**config.mk**
```make
export PLATFORM = sky130hd
export DESIGN_NAME = sram_block_master
export DESIGN_NICKNAME = d
export VERILOG_FILES = /design/src/rtl/sram_block_master.sv
export SDC_FILE = /design/constraint.sdc
export NUM_CORES = 1
export LEC_CHECK = 0
export BUFFER_PORTS_ARGS = -buffer_cell sky130_fd_sc_hd__buf_2
export CAP_MARGIN = 15
export CORE_UTILIZATION = 55
export CTS_CLUSTER_SIZE = 28
export DETAILED_ROUTE_END_ITERATION = 6
export PLACE_DENSITY = 0.78
export SLEW_MARGIN = 40
export SYNTH_ARGS = -nofsm -noshare
export SYNTH_HDL_FRONTEND = slang
export SYNTH_SLANG_ARGS = --single-unit
```
**constraint.sdc**
```tcl
create_clock -name clk -period 3.14 [get_ports clk]
set_clock_uncertainty 0.15 [all_clocks]
set_input_delay 0.157 -clock clk [delete_from_list [all_inputs] [get_ports clk]]
set_output_delay 0.157 -clock clk [all_outputs]
set_load 0.02 [all_outputs]
```
**src/rtl/sram_block_master.sv**
```systemverilog
// Command-driven Avalon-MM master: fill, copy and sum over a word-addressed SRAM.
// One transfer in flight at a time; all master outputs are registered.
module sram_block_master #(
  parameter int ADDR_W = 10,
  parameter int DATA_W = 32
) (
  input  logic                clk,
  input  logic                reset_n,
  input  logic                cmd_valid,
  output logic                cmd_ready,
  input  logic [1:0]          cmd_op,
  input  logic [ADDR_W-1:0]   cmd_src,
  input  logic [ADDR_W-1:0]   cmd_dst,
  input  logic [ADDR_W:0]     cmd_len,
  input  logic [DATA_W-1:0]   cmd_pattern,
  input  logic                cmd_abort,
  output logic                busy,
  output logic                done,
  output logic                aborted,
  output logic [DATA_W-1:0]   result,
  output logic [ADDR_W-1:0]   avm_address,
  output logic                avm_chipselect,
  output logic                avm_read,
  output logic                avm_write,
  output logic [DATA_W/8-1:0] avm_byteenable,
  output logic [DATA_W-1:0]   avm_writedata,
  input  logic [DATA_W-1:0]   avm_readdata,
  input  logic                avm_readdatavalid,
  input  logic                avm_waitrequest
);

  typedef enum logic [2:0] {
    IDLE, RD_REQ, RD_WAIT, WR_REQ, FINISH
  } state_t;

  localparam logic [1:0] OP_FILL = 2'b00;
  localparam logic [1:0] OP_COPY = 2'b01;
  localparam logic [1:0] OP_RSV  = 2'b11;

  state_t              state_q;
  logic [1:0]          op_q;
  logic [ADDR_W-1:0]   src_q, dst_q, addr_q;
  logic [ADDR_W:0]     cnt_q;
  logic [DATA_W-1:0]   pat_q, wdata_q, res_q;
  logic                busy_q, done_q, abt_q;
  logic                cs_q, rd_q, wr_q;
  logic                last;

  assign last = (cnt_q == (ADDR_W+1)'(1));

  always_ff @(posedge clk or negedge reset_n) begin
    if (!reset_n) begin
      state_q <= IDLE;
      op_q    <= '0;
      src_q   <= '0;
      dst_q   <= '0;
      addr_q  <= '0;
      cnt_q   <= '0;
      pat_q   <= '0;
      wdata_q <= '0;
      res_q   <= '0;
      busy_q  <= 1'b0;
      done_q  <= 1'b0;
      abt_q   <= 1'b0;
      cs_q    <= 1'b0;
      rd_q    <= 1'b0;
      wr_q    <= 1'b0;
    end else begin
      done_q <= 1'b0;
      unique case (state_q)
        IDLE: begin
          if (cmd_valid) begin
            op_q   <= cmd_op;
            src_q  <= cmd_src;
            dst_q  <= cmd_dst;
            cnt_q  <= cmd_len;
            pat_q  <= cmd_pattern;
            res_q  <= '0;
            abt_q  <= 1'b0;
            busy_q <= 1'b1;
            if (cmd_len == '0 || cmd_op == OP_RSV) begin
              state_q <= FINISH;
              busy_q  <= 1'b0;
              done_q  <= 1'b1;
            end else if (cmd_op == OP_FILL) begin
              state_q <= WR_REQ;
              cs_q    <= 1'b1;
              wr_q    <= 1'b1;
              addr_q  <= cmd_dst;
              wdata_q <= cmd_pattern;
            end else begin
              state_q <= RD_REQ;
              cs_q    <= 1'b1;
              rd_q    <= 1'b1;
              addr_q  <= cmd_src;
            end
          end
        end
        RD_REQ: begin
          if (!avm_waitrequest) begin
            cs_q    <= 1'b0;
            rd_q    <= 1'b0;
            state_q <= RD_WAIT;
          end
        end
        RD_WAIT: begin
          if (avm_readdatavalid) begin
            if (op_q == OP_COPY) begin
              if (cmd_abort) begin
                state_q <= FINISH;
                busy_q  <= 1'b0;
                done_q  <= 1'b1;
                abt_q   <= 1'b1;
              end else begin
                state_q <= WR_REQ;
                cs_q    <= 1'b1;
                wr_q    <= 1'b1;
                addr_q  <= dst_q;
                wdata_q <= avm_readdata;
              end
            end else begin
              res_q <= res_q + avm_readdata;
              cnt_q <= cnt_q - 1'b1;
              src_q <= src_q + 1'b1;
              if (last || cmd_abort) begin
                state_q <= FINISH;
                busy_q  <= 1'b0;
                done_q  <= 1'b1;
                abt_q   <= !last;
              end else begin
                state_q <= RD_REQ;
                cs_q    <= 1'b1;
                rd_q    <= 1'b1;
                addr_q  <= src_q + 1'b1;
              end
            end
          end
        end
        WR_REQ: begin
          if (!avm_waitrequest) begin
            cnt_q <= cnt_q - 1'b1;
            dst_q <= dst_q + 1'b1;
            if (op_q == OP_COPY) src_q <= src_q + 1'b1;
            if (last || cmd_abort) begin
              state_q <= FINISH;
              cs_q    <= 1'b0;
              wr_q    <= 1'b0;
              busy_q  <= 1'b0;
              done_q  <= 1'b1;
              abt_q   <= !last;
            end else if (op_q == OP_COPY) begin
              state_q <= RD_REQ;
              wr_q    <= 1'b0;
              rd_q    <= 1'b1;
              addr_q  <= src_q + 1'b1;
            end else begin
              addr_q <= dst_q + 1'b1;
            end
          end
        end
        FINISH: state_q <= IDLE;
        default: state_q <= IDLE;
      endcase
    end
  end

  assign cmd_ready      = (state_q == IDLE);
  assign busy           = busy_q;
  assign done           = done_q;
  assign aborted        = abt_q;
  assign result         = res_q;
  assign avm_address    = addr_q;
  assign avm_chipselect = cs_q;
  assign avm_read       = rd_q;
  assign avm_write      = wr_q;
  assign avm_writedata  = wdata_q;
  assign avm_byteenable = {(DATA_W/8){cs_q}};

endmodule

```
==> flow_metrics.py, run 1 <==
metrics = {
    "status": {
        "outcome": "complete, no violations",
    },
    "layout": {
        "areaGrowthSynthToFinish_pct": 34.4,
        "fill_cells": 959,
        "nets": 1347,
        "multi_input_area_um2": 4560,
        "drive_gt1_share_pct": 21.7,
        "diodes": 0,
        "post-route-cell-area_um2": 10500,
        "regArea_um2": 2900,
    },
    "clock_tree": {
        "cts-root-buf": "clkbuf_16",
        "cts_made_buffers": 17,
        "post_cts_buffers": 0,
        "cts_tree": "yes",
        "clock_sinks": 116,
        "clockBufferDepth": 2,
        "htree_levels": 4,
        "insertion_delay_ps": 430,
        "clkTransAtPathRegs_ps": 50,
    },
    "routing": {
        "wl_met3_um": 1550,
        "dr.pass1.iters": 6,
        "via_per_inst": 5.84,
        "drtIter0Drc": 594,
        "vias": 8179,
        "post_drt_wl_per_cell_um": 17.1,
        "drtAntennaViolNets": 0,
        "wl_met2_um": 12100,
        "routed_wl_um": 24000,
        "wl_met1_um": 9650,
        "drc": 0,
        "highest_layer": "met4",
    },
    "sta": {
        "finalSetupViolations": 0,
        "min_period_over_period_pct": 94.6,
        "rsz0062_at_grt": "false",
        "tightest_slew_ps": 753,
        "final.min_clock_period_ps": 2970,
        "max_slew_margin_pct": 49.8,
        "hold_viol": 0,
        "max_freq_mhz": 336,
        "fin_tns_setup_ps": 0,
        "final_max_slew_viol_count": 0,
    },
    "placement": {
        "port_buffers": 187,
        "dpl_cell_area_um2": 8860,
        "gp_congestion": 0.923,
        "hpwl_um": 15400,
    },
    "critical_path": {
        "end_kind": "flop",
        "arrival_ps": 3100,
        "cp-start-kind": "input pin",
        "cp_max_fo": 3,
        "critPathKind": "in2reg",
        "required_ps": 3270,
    },
    "synth": {
        "synth_top_area_share_pct": 37.3,
        "ys_ff_latch": 116,
        "yosysTopAreaCell": "dfrtp_1",
        "syn_avg_cell_area_um2": 8.29,
        "synth_edf_count": 0,
        "synth_warnings": 0,
        "synthTopCellsByArea": "dfrtp_1, o21ai_0, nand2_1",
        "synth-main-ff-cell": "dfrtp_1",
        "yosysSeqAreaShare_pct": 37.3,
        "syn_inst": 939,
        "synth_fp_nets": 1078,
        "ys_types": 70,
        "syn_area_um2": 7780,
        "async_reset_ff_share_pct": 100,
    },
    "floorplan": {
        "dieArea_um2": 14600,
        "die_x_um": 121,
        "fp-row-count": 43,
        "io_pins": 188,
        "fp.dieH_um": 121,
        "start_util_pct": 56.3,
        "placeableCoreArea_um2": 13800,
    },
    "power_and_ir_drop": {
        "power_per_cell_area_nw_per_um2": 1010,
        "ir_worst_vdd_uv": 544,
        "p_leak_nw": 4.96,
    },
    "global_route": {
        "grt-ovfl-total": 0,
        "antenna_found_initial": 0,
        "grt_use_total_pct": 33.8,
        "grt_pass1_wl_um": 38600,
        "grt_pass1_vias": 8029,
        "grt_max_degree": 66,
    },
    "hold_path": {
        "min_path_type": "in2reg",
    },
    "job": {
        "maxCapViolCount": 0,
    },
}
metrics by stage:
step           hold slack [ps]  utilization (%)  worst slack, ps  total power, W  instances
3_5_place_dp               113             64.0              180         0.00819       1269
2_1_floorplan             -289                -              339         0.00669        939
5_1_grt                   47.3             75.7             8.30          0.0113       1400
3_3_place_gp               109             64.0              337         0.00806       1269
4_1_cts                   14.5             75.6              171          0.0104       1400
6_report                  42.8             75.7              168          0.0105       1400
worst paths after layout:
| check | slack, ps | cells after the start | start | endpoint |
|---|---|---|---|---|
| min | 40 | 4 | avm_waitrequest | state_q[2] |
| min reg2reg | 330 | 2 | avm_writedata[8] | avm_writedata[8] |
| max | 170 | 14 | avm_readdata[0] | result[28] |
| max reg2reg | 170 | 12 | result[0] | result[28] |
| max in group asynchronous | 1720 | 3 | reset_n | result[22] |
| min in group asynchronous | 180 | 2 | reset_n | cnt_q[2] |
cells in the mapped netlist (2+ instances only):
master	instances
nand2_1	140
o21ai_0	118
dfrtp_1	116
a21oi_1	88
nor2_1	73
clkbuf_1	42
mux2i_1	39
ha_1	35
xnor2_1	25
nand3_1	24
inv_1	21
nor3_1	18
xor2_1	17
a31oi_1	13
a211oi_1	11
a21o_1	11
and3_1	10
o211ai_1	9
o22ai_1	9
mux2_2	8
nand2b_1	8
nor3b_1	7
buf_2	6
nor2b_1	6
a22oi_1	5
nor4_1	5
o21ai_1	5
o21bai_1	5
a22o_1	4
buf_4	4
or3_1	4
a311oi_1	3
nand4_1	3
o31ai_1	3
o41ai_1	3
a221oi_2	2
buf_1	2
inv_2	2
nor3_2	2
o31ai_2	2
or4_1	2
state kept, by name, summed over array words and instances, names as in the netlist:
signal and cells:
avm_writedata 32, result 32, cnt_q 11, avm_address 10, dst_q 10, src_q 10
state_q 3, op_q 2, aborted 1, avm_chipselect 1, avm_read 1, avm_write 1
busy 1, done 1
metal layers:
metal	global-route usage [%]	up-vias
met4	15.7	0
met1	39.2	3877
met2	58.8	335
li1	-	3898
met3	7.75	69
met5	0	-
cells by family after synthesis:
| logic type | Yosys count | share of synthesized area (%) |
|---|---|---|
| multiplexers | 47 | 6.17 |
| flip-flops | 116 | 37.3 |
| XOR/XNOR | 42 | 4.73 |
| buffers and inverters | 80 | 4.37 |
| adder cells (fa/ha/maj) | 36 | 5.88 |
| AND/OR/NAND/NOR | 310 | 17.7 |
| AO/OA/AOI/OAI | 308 | 23.8 |
layout by cell type (no fill, tap or decap), types with 13 or more instances in the layout:
cell / instances
xor2_1: 17
mux2i_1: 39
nand3_1: 24
o21ai_0: 118
inv_1: 21
buf_2: 186
ha_1: 35
a31oi_1: 13
clkbuf_16: 17
nor3_1: 18
dfrtp_1: 116
a21oi_1: 88
dlygate4sd3_1: 100
nand2_1: 140
xnor2_1: 25
buf_4: 21
nor2_1: 72
report_power, final:
group	internal (W)	switching (W)	total, W
clock network	0.00127	0.000692	0.00196
logic	0.00222	0.00355	0.00577
registers	0.00220	0.000604	0.00280
total	0.00568	0.00485	0.0105
critical path: stages:
cell,delay [ps]
dlygate4sd3_1,530
buf_2,140
ha_1,200
inv_1,70
fa_1,400
nand2b_1,190
a21oi_1,210
o2111ai_1,150
nand2_1,130
a21oi_1,130
o31a_1,350
o211ai_1,210
xnor2_1,150
o21ai_1,70
repair_timing:
| item | 4_1_cts | 5_1_grt |
|---|---|---|
| hold endpoints to repair | 120 | 0 |
| hold buffers | 100 | 0 |
| endpoints found under the setup margin | 0 | 1 |
| gates resized for setup | 0 | 1 |
layout make-up:
type                       count  area share (%)
inverter                      23           0.825
multi-input combinational    743            43.6
tap                          180            2.15
clock buffer                  24            4.79
sequential                   116            27.7
clock inverter                 7           0.921
timing repair buffer         307            20.0
No activity file was read; power rests on OpenSTA's default activity.
==> run 2, diff against run 1 <==
Settings changed: BUFFER_PORTS_ARGS -buffer_cell sky130_fd_sc_hd__buf_2 to -buffer_cell sky130_fd_sc_hd__buf_4, MAX_ROUTING_LAYER set to met4.
==> run 2 against run 1 <==
  * Global-route usage increased by 1.1 points
  * Largest power group unchanged
  * Routed wire length increased by 1.0%
  * Sequential power about the same
  * Largest cell class unchanged
==> flow_metrics.py, run 2 (same netlist as run 1, synthesis figures left out) <==
metrics = {
    "status": {
        "outcome": "complete, no violations",
    },
    "sta": {
        "tightest_slew_ps": 663,
        "max_slew_margin_pct": 55.8,
        "rsz0062_at_grt": "false",
        "final.min_clock_period_ps": 2940,
        "min_period_over_period_pct": 93.5,
        "max_freq_mhz": 340,
        "fin_tns_setup_ps": 0,
        "final_max_slew_viol_count": 0,
        "setup_ws_ps": 203,
        "finalSetupViolations": 0,
        "hold_viol": 0,
    },
    "routing": {
        "drtAntennaViolNets": 0,
        "drtIter0Drc": 698,
        "routed_wl_um": 24200,
        "via_per_inst": 5.80,
        "drc": 0,
        "dr.pass1.iters": 5,
        "post_drt_wl_per_cell_um": 17.4,
        "vias": 8102,
    },
    "job": {
        "maxCapViolCount": 0,
    },
    "global_route": {
        "grt_pass1_vias": 7798,
        "grt_pass1_wl_um": 38800,
        "antenna_found_initial": 0,
        "grt-ovfl-total": 0,
        "grt_use_total_pct": 34.9,
        "grt_max_degree": 79,
    },
    "critical_path": {
        "arrival_ps": 3080,
        "critPathKind": "reg2reg",
        "cp-start-kind": "flop",
        "end_kind": "flop",
        "cp-startpoint": "result[4]",
        "required_ps": 3280,
        "cp_max_fo": 4,
        "r2r-start": "result[4]",
    },
    "placement": {
        "pre_cts_ws_ps": 161,
        "hpwl_um": 15400,
        "dp.cells": 1265,
        "gp_congestion": 0.967,
        "port_buffers": 187,
    },
    "clock_tree": {
        "cts_made_buffers": 17,
        "clockBufferDepth": 2,
        "htree_levels": 4,
        "clock_sinks": 116,
        "insertion_delay_ps": 410,
        "clkTransAtPathRegs_ps": 60,
        "cts_tree": "yes",
        "post_cts_buffers": 0,
        "cts-root-buf": "clkbuf_16",
    },
    "layout": {
        "fin_util_pct": 79.1,
        "diodes": 0,
        "finalNonFillerCells": 1396,
        "layout_common_cells": "buf_4, nand2_1, o21ai_0, dfrtp_1, dlygate4sd3_1",
        "nets": 1342,
        "drive_gt1_share_pct": 21.7,
        "areaGrowthSynthToFinish_pct": 40.4,
        "layout_commonest_cell": "buf_4",
    },
    "power_and_ir_drop": {
        "p_leak_nw": 5.07,
        "ir_worst_vdd_uv": 597,
        "power_per_cell_area_nw_per_um2": 1010,
        "total_power_w": 0.0110,
    },
    "floorplan": {
        "die_x_um": 121,
        "start_util_pct": 56.3,
        "fp-row-count": 43,
        "io_pins": 188,
        "dieArea_um2": 14600,
        "placeableCoreArea_um2": 13800,
        "fp.dieH_um": 121,
    },
    "hold_path": {
        "hold_start": "cmd_dst[4]",
        "min_path_type": "in2reg",
    },
}
-- run 2: cell types whose count changed in the layout (fill, tap and decap cells not counted), sizes merged --
cell	change
buf	-4
clkinv	+3
bufinv	+2
clkbuf	-2
clkinvlp	-2
dlygate4sd3	-1
-- run 2: power breakdown --
part | total [W] | internal (W) | switching, W | leakage, nW
combinational | 0.00608 | 0.00251 | 0.00357 | 3.31
clock | 0.00208 | 0.00138 | 0.000699 | 0.310
sequential | 0.00283 | 0.00220 | 0.000634 | 1.46
total | 0.0110 | 0.00609 | 0.00490 | 5.07
-- run 2: area by class of cell --
type	instances	area, um^2
Multi-Input combinational cell	743	4560
Sequential cell	116	2900
Fill cell	898	2900
Timing Repair Buffer	302	2530
Clock buffer	22	474
Tap cell	180	225
Clock inverter	10	153
Inverter	23	86.3
-- run 2: per-layer routing --
layer  up-vias  track usage (%)  routed length [um]
met1      3842             43.1               10200
li1       3888                -                   -
met3        39             7.42                1540
met4         0             11.2                 455
met5         -                -                   0
met2       333             57.2               12000
-- run 2: through the flow --
step	hold slack, ps	instance area (um^2)
after detailed placement	15.3	9300
final	35.2	10900
after global routing	64.5	10900
after floorplan	-289	7780
after CTS	14.2	10900
after global placement	11.6	9300
-- run 2: final timing paths --
path | end | slack [ps] | depth (start not counted)
setup / recovery | result[25] | 200 | 10
hold / removal | dst_q[4] | 40 | 3
setup reg to reg | result[25] | 200 | 10
hold reg to reg | avm_writedata[22] | 330 | 2
max in group asynchronous | dst_q[7] | 1880 | 3
min in group asynchronous | avm_writedata[4] | 170 | 2
-- run 2: what timing repair did --
| action | 4_1_cts | 5_1_grt |
|---|---|---|
| gates resized for setup | 0 | 2 |
| endpoints found under the setup margin | 0 | 1 |
| endpoints found under the hold margin | 106 | 0 |
| hold buffers | 99 | 0 |
-- run 2: worst max-delay path, cell delays in order (launching register included) --
cell	delay [ps]
dfrtp_1	410
ha_1	370
a21oi_1	310
o211ai_2	190
a41oi_1	240
a21oi_1	140
a221oi_2	370
o31ai_2	130
a221oi_2	260
xor2_1	170
o21ai_1	70
==> run 3, diff against run 2 <==
Settings changed: CORE_MARGIN set to 2.
==> run 3 against run 2 <==
  * Maximum frequency down 0.77%
  * Power fell by 0.15%
  * Sequential share of layout area decreased by 0.085 points
  * Count of clock-buffer cells in the layout fell by 3
  * Utilization up 0.25 points
  * Sequential cell count is the same
==> flow_metrics.py, run 3 (same netlist as run 1, synthesis figures left out) <==
metrics = {
    "global_route": {
        "antenna_found_initial": 0,
        "grt_pass1_vias": 7987,
        "grt_max_degree": 117,
        "grt-ovfl-total": 0,
        "grt_use_total_pct": 33.9,
        "grt_pass1_wl_um": 38900,
    },
    "critical_path": {
        "path_buf_inv": 0,
        "required_ps": 3290,
        "crit_family": "compound AO/OA/AOI/OAI gates",
        "critPathMaxStageDelay_ps": 400,
        "cp_max_fo": 4,
        "end_kind": "flop",
        "critPathSlowestCell": "dfrtp_1",
        "cp_cell_sequence": "ha_1 -> o211ai_1 -> o211ai_2 -> a31oi_2 -> nor3_2 -> a22oi_4 -> o31ai_4 -> mux2i_1 -> a21oi_1 -> o22a_1",
        "cp-start-kind": "flop",
        "arrival_ps": 3110,
        "critPathKind": "reg2reg",
    },
    "floorplan": {
        "start_util_pct": 56.3,
        "dieArea_um2": 15100,
        "placeableCoreArea_um2": 13800,
        "io_pins": 188,
        "fp.dieH_um": 123,
        "fp-row-count": 43,
        "die_x_um": 123,
    },
    "power_and_ir_drop": {
        "ir_worst_vdd_uv": 563,
        "p_leak_nw": 5.09,
        "power_per_cell_area_nw_per_um2": 1000,
    },
    "sta": {
        "min_period_over_period_pct": 94.3,
        "max_slew_margin_pct": 53.9,
        "final_max_slew_viol_count": 0,
        "holdWs_ps": 35.7,
        "finalSetupViolations": 0,
        "fin_tns_setup_ps": 0,
        "final.min_clock_period_ps": 2960,
        "max_freq_mhz": 338,
        "rsz0062_at_grt": "true",
        "tightest_slew_ps": 688,
        "hold_viol": 0,
        "setup_ws_ps": 180,
    },
    "placement": {
        "hpwl_um": 15200,
        "port_buffers": 187,
        "pre_cts_ws_ps": 235,
        "gp_congestion": 0.951,
    },
    "layout": {
        "layout_common_cells": "buf_4, nand2_1, o21ai_0, dfrtp_1, dlygate4sd3_1",
        "layout_commonest_cell": "buf_4",
        "areaGrowthSynthToFinish_pct": 40.9,
        "drive_gt1_share_pct": 22.0,
        "diodes": 0,
        "nets": 1348,
    },
    "clock_tree": {
        "cts-root-buf": "clkbuf_16",
        "clockBufferDepth": 2,
        "insertion_delay_ps": 420,
        "clkTransAtPathRegs_ps": 60,
        "cts_made_buffers": 17,
        "post_cts_buffers": 0,
        "htree_levels": 4,
        "cts_tree": "yes",
        "clock_sinks": 116,
    },
    "routing": {
        "post_drt_wl_per_cell_um": 17.3,
        "via_per_inst": 5.81,
        "dr.pass1.iters": 5,
        "vias": 8146,
        "drtAntennaViolNets": 0,
        "drc": 0,
        "drtIter0Drc": 678,
        "routed_wl_um": 24200,
    },
    "hold_path": {
        "min_path_type": "in2reg",
    },
    "job": {
        "maxCapViolCount": 0,
    },
    "status": {
        "outcome": "complete, no violations",
    },
}
## run 3: changes by cell type in the layout (fill, tap and decap cells not counted), sizes merged
cell / delta
inv: +3
bufinv: -1
clkinv: -1
buf: +6
clkbuf: -3
clkinvlp: +2
## run 3: final timing paths
path / startpoint / depth (start not counted) / endpoint / slack (ps)
hold reg to reg: avm_writedata[1] / 2 / avm_writedata[1] / 330
setup / recovery: result[2] / 10 / result[31] / 180
hold / removal: avm_readdatavalid / 5 / state_q[2] / 40
min in group asynchronous: reset_n / 3 / cnt_q[3] / 190
setup reg to reg: result[2] / 10 / result[31] / 180
max in group asynchronous: reset_n / 3 / avm_writedata[13] / 2140
## run 3: power breakdown
group | leakage (nW) | switching [W] | total (W) | internal (W)
sequential | 1.46 | 0.000639 | 0.00283 | 0.00220
clock | 0.297 | 0.000763 | 0.00206 | 0.00130
combinational | 3.34 | 0.00354 | 0.00608 | 0.00253
total | 5.09 | 0.00495 | 0.0110 | 0.00603
## run 3: through the flow
step | instances | util (%) | area [um^2] | total power [W]
global placement | 1271 | 67.6 | 9350 | 0.00843
detailed placement | 1271 | 67.6 | 9350 | 0.00855
CTS | 1402 | 79.3 | 11000 | 0.0109
global route | 1402 | 79.3 | 11000 | 0.0117
finish | 1402 | 79.3 | 11000 | 0.0110
floorplan | 939 | - | 7780 | 0.00669
## run 3: layout make-up
cell class              count  area, um^2
clock buffers              19         453
clock inverters            13         174
fillers                   910        2860
inverters                  23        86.3
multi-input cells         743        4550
flip-flops and latches    116        2900
well taps                 180         225
repair buffers            308        2570
## run 3: routing by layer
metal,GRT usage (%),vias to the layer above,routed length [um]
met5,-,-,0
met2,56.8,349,12100
met4,12.3,0,693
li1,-,3912,-
met1,39.9,3822,9810
met3,7.93,63,1580
## run 3: repair_timing
action                                 4_1_cts  5_1_grt
endpoints found under the hold margin      185        0
setup endpoints to repair                    0        1
resized for setup                            0        0
hold buffers                                99        0
## run 3: worst register-to-register path: stages, from the launching register on
cell      delay, ps
dfrtp_1         400
ha_1            380
o211ai_1        160
o211ai_2        260
a31oi_2         170
nor3_2          330
a22oi_4         120
o31ai_4         350
mux2i_1         240
a21oi_1          80
o22a_1          210
